===== config.mk =====
export PLATFORM = sky130hd
export DESIGN_NAME = sha256_block_sequencer
export DESIGN_NICKNAME = d
export VERILOG_FILES = /design/src/rtl/sha256_block_sequencer.sv
export SDC_FILE = /design/constraint.sdc
export NUM_CORES = 2
export LEC_CHECK = 0
export CORE_AREA = 4 4 617 619
export CTS_CLUSTER_SIZE = 10
export DETAILED_ROUTE_END_ITERATION = 8
export DIE_AREA = 0 0 621 623
export PLACE_DENSITY_LB_ADDON = 0.15
export SLEW_MARGIN = 10
export SYNTH_ARGS = -nofsm -noshare
export SYNTH_HDL_FRONTEND = slang
export SYNTH_SLANG_ARGS = --single-unit

===== constraint.sdc =====
create_clock -name i_clk -period 2.55 [get_ports i_clk]
set_input_delay 0.255 -clock i_clk [delete_from_list [all_inputs] [get_ports i_clk]]
set_output_delay 0.255 -clock i_clk [all_outputs]
set_load 0.02 [all_outputs]

===== src/rtl/sha256_block_sequencer.sv =====
// ---------------------------------------------------------------------------
// sha256_block_sequencer
//
// Drives the shared sha256_core over a multi-block message. Padded 512-bit
// blocks arrive from the SPI register file over valid/ready. Each block gets
// one core start: the first block of a message loads the IV, later blocks
// chain from the previous digest. The digest of the last block is latched
// and a one-cycle done interrupt is raised.
//
// Ports
//   i_clk, i_rst_n      clock, synchronous active-low reset
//   i_start, i_abort    one-cycle control pulses (new message / abandon)
//   i_blk_valid/o_blk_ready, i_blk_data, i_blk_last   block input handshake
//   o_core_start, o_core_init, o_core_block           core request
//   i_core_done, i_core_digest                        core response
//   o_digest, o_digest_valid, o_irq_done              final result
//   o_busy, o_err, o_blk_count                        status
//
// All outputs are registered. They are computed from the next state, so they
// take effect in the cycle that state is entered.
// ---------------------------------------------------------------------------
module sha256_block_sequencer #(
    parameter int TIMEOUT_CYCLES = 100,
    parameter int CNT_W          = 16
) (
    input  logic             i_clk,
    input  logic             i_rst_n,
    input  logic             i_start,
    input  logic             i_abort,
    input  logic             i_blk_valid,
    output logic             o_blk_ready,
    input  logic [511:0]     i_blk_data,
    input  logic             i_blk_last,
    output logic             o_core_start,
    output logic             o_core_init,
    output logic [511:0]     o_core_block,
    input  logic             i_core_done,
    input  logic [255:0]     i_core_digest,
    output logic [255:0]     o_digest,
    output logic             o_digest_valid,
    output logic             o_irq_done,
    output logic             o_busy,
    output logic             o_err,
    output logic [CNT_W-1:0] o_blk_count
);

    localparam int TMR_W = $clog2(TIMEOUT_CYCLES + 1);

    typedef enum logic [2:0] {
        S_IDLE,
        S_WAIT_BLK,
        S_ISSUE,
        S_WAIT_CORE,
        S_DONE,
        S_ERR
    } state_t;

    state_t             state_q, state_d;
    logic               first_q, first_d;
    logic               last_q, last_d;
    logic [TMR_W-1:0]   timer_q, timer_d;
    logic [511:0]       blk_q, blk_d;
    logic               init_q, init_d;
    logic               start_q, start_d;
    logic               ready_q, ready_d;
    logic               busy_q, busy_d;
    logic               err_q, err_d;
    logic               dv_q, dv_d;
    logic               irq_q, irq_d;
    logic [255:0]       digest_q, digest_d;
    logic [CNT_W-1:0]   count_q, count_d;

    always_comb begin
        state_d  = state_q;
        first_d  = first_q;
        last_d   = last_q;
        timer_d  = timer_q;
        blk_d    = blk_q;
        err_d    = err_q;
        dv_d     = dv_q;
        irq_d    = 1'b0;
        digest_d = digest_q;
        count_d  = count_q;

        case (state_q)
            S_IDLE, S_DONE, S_ERR: begin
                if (i_start) begin
                    state_d = S_WAIT_BLK;
                    count_d = '0;
                    dv_d    = 1'b0;
                    err_d   = 1'b0;
                    first_d = 1'b1;
                end
            end
            S_WAIT_BLK: begin
                // o_blk_ready is high throughout this state, so valid alone
                // completes the handshake.
                if (i_blk_valid) begin
                    blk_d   = i_blk_data;
                    last_d  = i_blk_last;
                    state_d = S_ISSUE;
                end
            end
            S_ISSUE: begin
                timer_d = '0;
                first_d = 1'b0;
                state_d = S_WAIT_CORE;
            end
            S_WAIT_CORE: begin
                timer_d = timer_q + TMR_W'(1);
                // done is checked first so a completion in the timeout cycle
                // still counts as a success.
                if (i_core_done) begin
                    if (count_q == {CNT_W{1'b1}})
                        err_d = 1'b1;
                    else
                        count_d = count_q + CNT_W'(1);
                    if (last_q) begin
                        digest_d = i_core_digest;
                        dv_d     = 1'b1;
                        irq_d    = 1'b1;
                        state_d  = S_DONE;
                    end else begin
                        state_d  = S_WAIT_BLK;
                    end
                end else if (timer_q == TMR_W'(TIMEOUT_CYCLES - 1)) begin
                    err_d   = 1'b1;
                    dv_d    = 1'b0;
                    state_d = S_ERR;
                end
            end
            default: state_d = S_IDLE;
        endcase

        // Abort overrides everything decided above, including a block
        // handshake or core completion landing in the same cycle. Only the
        // state and the valid flag move; the sticky error is left alone.
        if (i_abort) begin
            state_d  = S_IDLE;
            dv_d     = 1'b0;
            irq_d    = 1'b0;
            first_d  = first_q;
            last_d   = last_q;
            timer_d  = timer_q;
            blk_d    = blk_q;
            err_d    = err_q;
            digest_d = digest_q;
            count_d  = count_q;
        end
    end

    // Outputs that are pure functions of the state being entered.
    always_comb begin
        ready_d = (state_d == S_WAIT_BLK);
        start_d = (state_d == S_ISSUE);
        busy_d  = (state_d == S_WAIT_BLK) || (state_d == S_ISSUE) ||
                  (state_d == S_WAIT_CORE);
        // Init is only reloaded on entry to ISSUE so it stays stable while
        // the core is working on the block.
        init_d  = (state_d == S_ISSUE) ? first_q : init_q;
    end

    always_ff @(posedge i_clk) begin
        if (!i_rst_n) begin
            state_q  <= S_IDLE;
            first_q  <= 1'b1;
            last_q   <= 1'b0;
            timer_q  <= '0;
            blk_q    <= '0;
            init_q   <= 1'b0;
            start_q  <= 1'b0;
            ready_q  <= 1'b0;
            busy_q   <= 1'b0;
            err_q    <= 1'b0;
            dv_q     <= 1'b0;
            irq_q    <= 1'b0;
            digest_q <= '0;
            count_q  <= '0;
        end else begin
            state_q  <= state_d;
            first_q  <= first_d;
            last_q   <= last_d;
            timer_q  <= timer_d;
            blk_q    <= blk_d;
            init_q   <= init_d;
            start_q  <= start_d;
            ready_q  <= ready_d;
            busy_q   <= busy_d;
            err_q    <= err_d;
            dv_q     <= dv_d;
            irq_q    <= irq_d;
            digest_q <= digest_d;
            count_q  <= count_d;
        end
    end

    assign o_blk_ready    = ready_q;
    assign o_core_start   = start_q;
    assign o_core_init    = init_q;
    assign o_core_block   = blk_q;
    assign o_digest       = digest_q;
    assign o_digest_valid = dv_q;
    assign o_irq_done     = irq_q;
    assign o_busy         = busy_q;
    assign o_err          = err_q;
    assign o_blk_count    = count_q;

endmodule

==> reports/results.ini <==
[clock_network]
clock_path_buffers=4
cts_setup_buffers=0
cts_buffers=122
cts.reportedPaths.clkPinSlew_ns=0.06
cts.sinks=803
cts-htree-levels=3
cts_tree=done
ctsRootBufferMaster=clkbuf_16
clk-insertion-delay-late_ns=0.82

[global_route]
grt_pass1_vias=34380
grt.total_usage=0.1258
grt_pass1_wl_um=332800
grt-ovfl-total=0
antenna_found_initial=139
grt_max_degree=81

[logic_synthesis]
ys_warn_count=0
ys.flop_type=dfxtp_1
ys_types=52
synthCells=3529
yosys-top-cells-area=dfxtp_1 (58%), nand2_1 (21%), a21oi_1 (14%), buf_2 (2.4%), clkbuf_1 (1.6%)
async_flop_share=0
synth_top_area_cell=dfxtp_1
syn_nets=4306
syn-mean-instance-area_um2=7.884
synth_edf_count=0
synth_seq_area_share=0.5777
synth.most_common_cell=nand2_1
synth_seq_cells=803
synth_top_cells_by_count=nand2_1 (1556), dfxtp_1 (803), a21oi_1 (784)
synth_area_um2=27820
yosysTopAreaCellShare=0.5777

[placement]
placed_area_um2=50370
pre_cts_ws_ns=0.09708
io_buffers=1565
place_inst=9973
gp_congestion=0.8412
hpwl_um=211800

[layout]
syn_to_final_growth_pct=117.8
design_area_um2=60610
fillers=42580
drive_above_1_share=0.06460
nets=6509
stdcell_count=10830

[timing]
fin_skew_ns=0.04952
setup_viol=0
grt_setup_unrepaired=false
worst_slew_pin_slew_ns=0.8250
layout_setup_ws_ns=0.1258
slew_violations=0
period_share=0.9507
max_freq_mhz=412.5
finalSetupTns_ns=0
period_needed_ns=2.424
relSlewSlack=0.4491
hold_viol=0

[detailed_routing]
postRouteAntennaNets=0
num_vias=33480
wire_per_inst_um=23.45
drt_iter0_drc=1488
avgViaCountPerCell=3.091
routed_wl_um=253900
drc_errors=0
drtPass1Iterations=5

[critical_path]
max_stage_delay_ns=0.70
crit_path_start_kind=flip-flop
cpMaxStageDelayCell=clkdlybuf4s50_1
cp_cell_sequence=clkdlybuf4s50_1
crit_buf_inv=1
crit_fanout=2
path_delay_family=buffers and inverters
crit_required_ns=2.30
path_class=reg -> out
end_kind=output port
arrival_ns=2.17

[job]
cap_violations=0

[pwr]
p_int_uw=24710
swShare=0.2526
total_power_uw=33060
p_per_area_nw_per_um2=545.4
p_sw_uw=8349
combPwrFrac=0.106
p_clk_frac=0.509
max-vdd-ir-drop_mv=0.5357
seqPwrFrac=0.386
leakagePower_uw=0.01967

[outcome]
status=finished clean

[floorplan]
start_util=0.07420
pin_count=1566
die_area_um2=386900
row_count=225
core-area_um2=375000
die_h_um=623
die_w_um=621

[hold_path]
hp-class=in -> reg

power groups by stage:
stage | logic (uW) | registers [uW] | clock network (uW)
3_5_place_dp | 2600 | 13000 | 0
6_report | 3500 | 12800 | 16800
3_3_place_gp | 2610 | 13000 | 0
5_1_grt | 3710 | 12800 | 18100
2_1_floorplan | 411 | 13100 | 0
4_1_cts | 3590 | 12800 | 17700
worst paths after layout:
kind                                            startpoint                    endpoint  slack (ns)  cells after the start
worst max-delay path            o_digest[191]$_SDFFE_PN0P_               o_digest[191]        0.13                      1
worst min-delay path                     i_core_digest[46]   o_digest[46]$_SDFFE_PN0P_        0.08                      3
worst max register to register       state_q[1]$_SDFF_PN0_  o_digest[225]$_SDFFE_PN0P_        0.38                      6
worst min register to register        first_q$_SDFFE_PN1P_        first_q$_SDFFE_PN1P_        0.44                      2
through the flow:
stage            util  hold WS, ns
2_1_floorplan       -       0.3910
3_3_place_gp   0.1343       0.4383
3_5_place_dp   0.1343       0.4387
4_1_cts        0.1615     0.001312
5_1_grt        0.1616      0.02621
6_report       0.1616      0.07545
kinds of logic after synthesis:
kind of cell / Yosys count / synth area share
AO/OA/AOI/OAI: 810 / 0.1486
multiplexers: 1 / 0.0004047
adder cells (fa/ha/maj): 2 / 0.0008992
flip-flops: 803 / 0.5777
XOR/XNOR: 11 / 0.003463
buffers and inverters: 269 / 0.04272
AND/OR/NAND/NOR: 1633 / 0.2262
sequential cells by signal, summed over array words and instances (netlist names), 3 cells and up:
register,flops
o_core_block,512
timer_q,7
state_q,3
o_digest,256
o_blk_count,16
routing by layer:
| layer | vias up | GRT usage | part of all wire |
|---|---|---|---|
| met2 | 1335 | 0.2192 | 0.49 |
| met5 | - | 0 | 0.00097 |
| met3 | 392 | 0.05691 | 0.098 |
| li1 | 15860 | - | - |
| met4 | 36 | 0.01964 | 0.018 |
| met1 | 15860 | 0.1426 | 0.40 |
placed cells by master (no fill, tap or decap), types with 25 or more instances in the layout:
master and n:
clkdlybuf4s50_1 1532, clkbuf_16 122, nor2_1 25, buf_12 56, clkbuf_1 25, nand2_1 1556
a21oi_1 784, dlygate4sd3_1 629, buf_4 112, clkbuf_8 30, dfxtp_1 801
worst register-to-register path: cells and delay by family, from the launching register on:
family                 cells  cell delay (ns)
AO/OA/AOI/OAI              1             0.14
buffers and inverters      2             0.53
flip-flops                 1             0.57
AND/OR/NAND/NOR            3             0.81
what timing repair did:
item / CTS / global route
hold endpoints to repair: 629 / 0
endpoints found under the setup margin: 12 / 2
resized for setup: 12 / 2
hold buffers: 629 / 0
cell type report:
type                    instances  area, um^2  share of cell area
diodes                         17       42.54           0.0007019
multi-input cells            2457       10600              0.1749
flip-flops and latches        803       16080              0.2653
clock inverters                35       344.1            0.005677
clock buffers                 177        3560             0.05873
repair buffers               2341       23710              0.3911
well taps                    4994        6248              0.1031
inverters                       7       33.78           0.0005574
(Power assumes the default switching activity.)
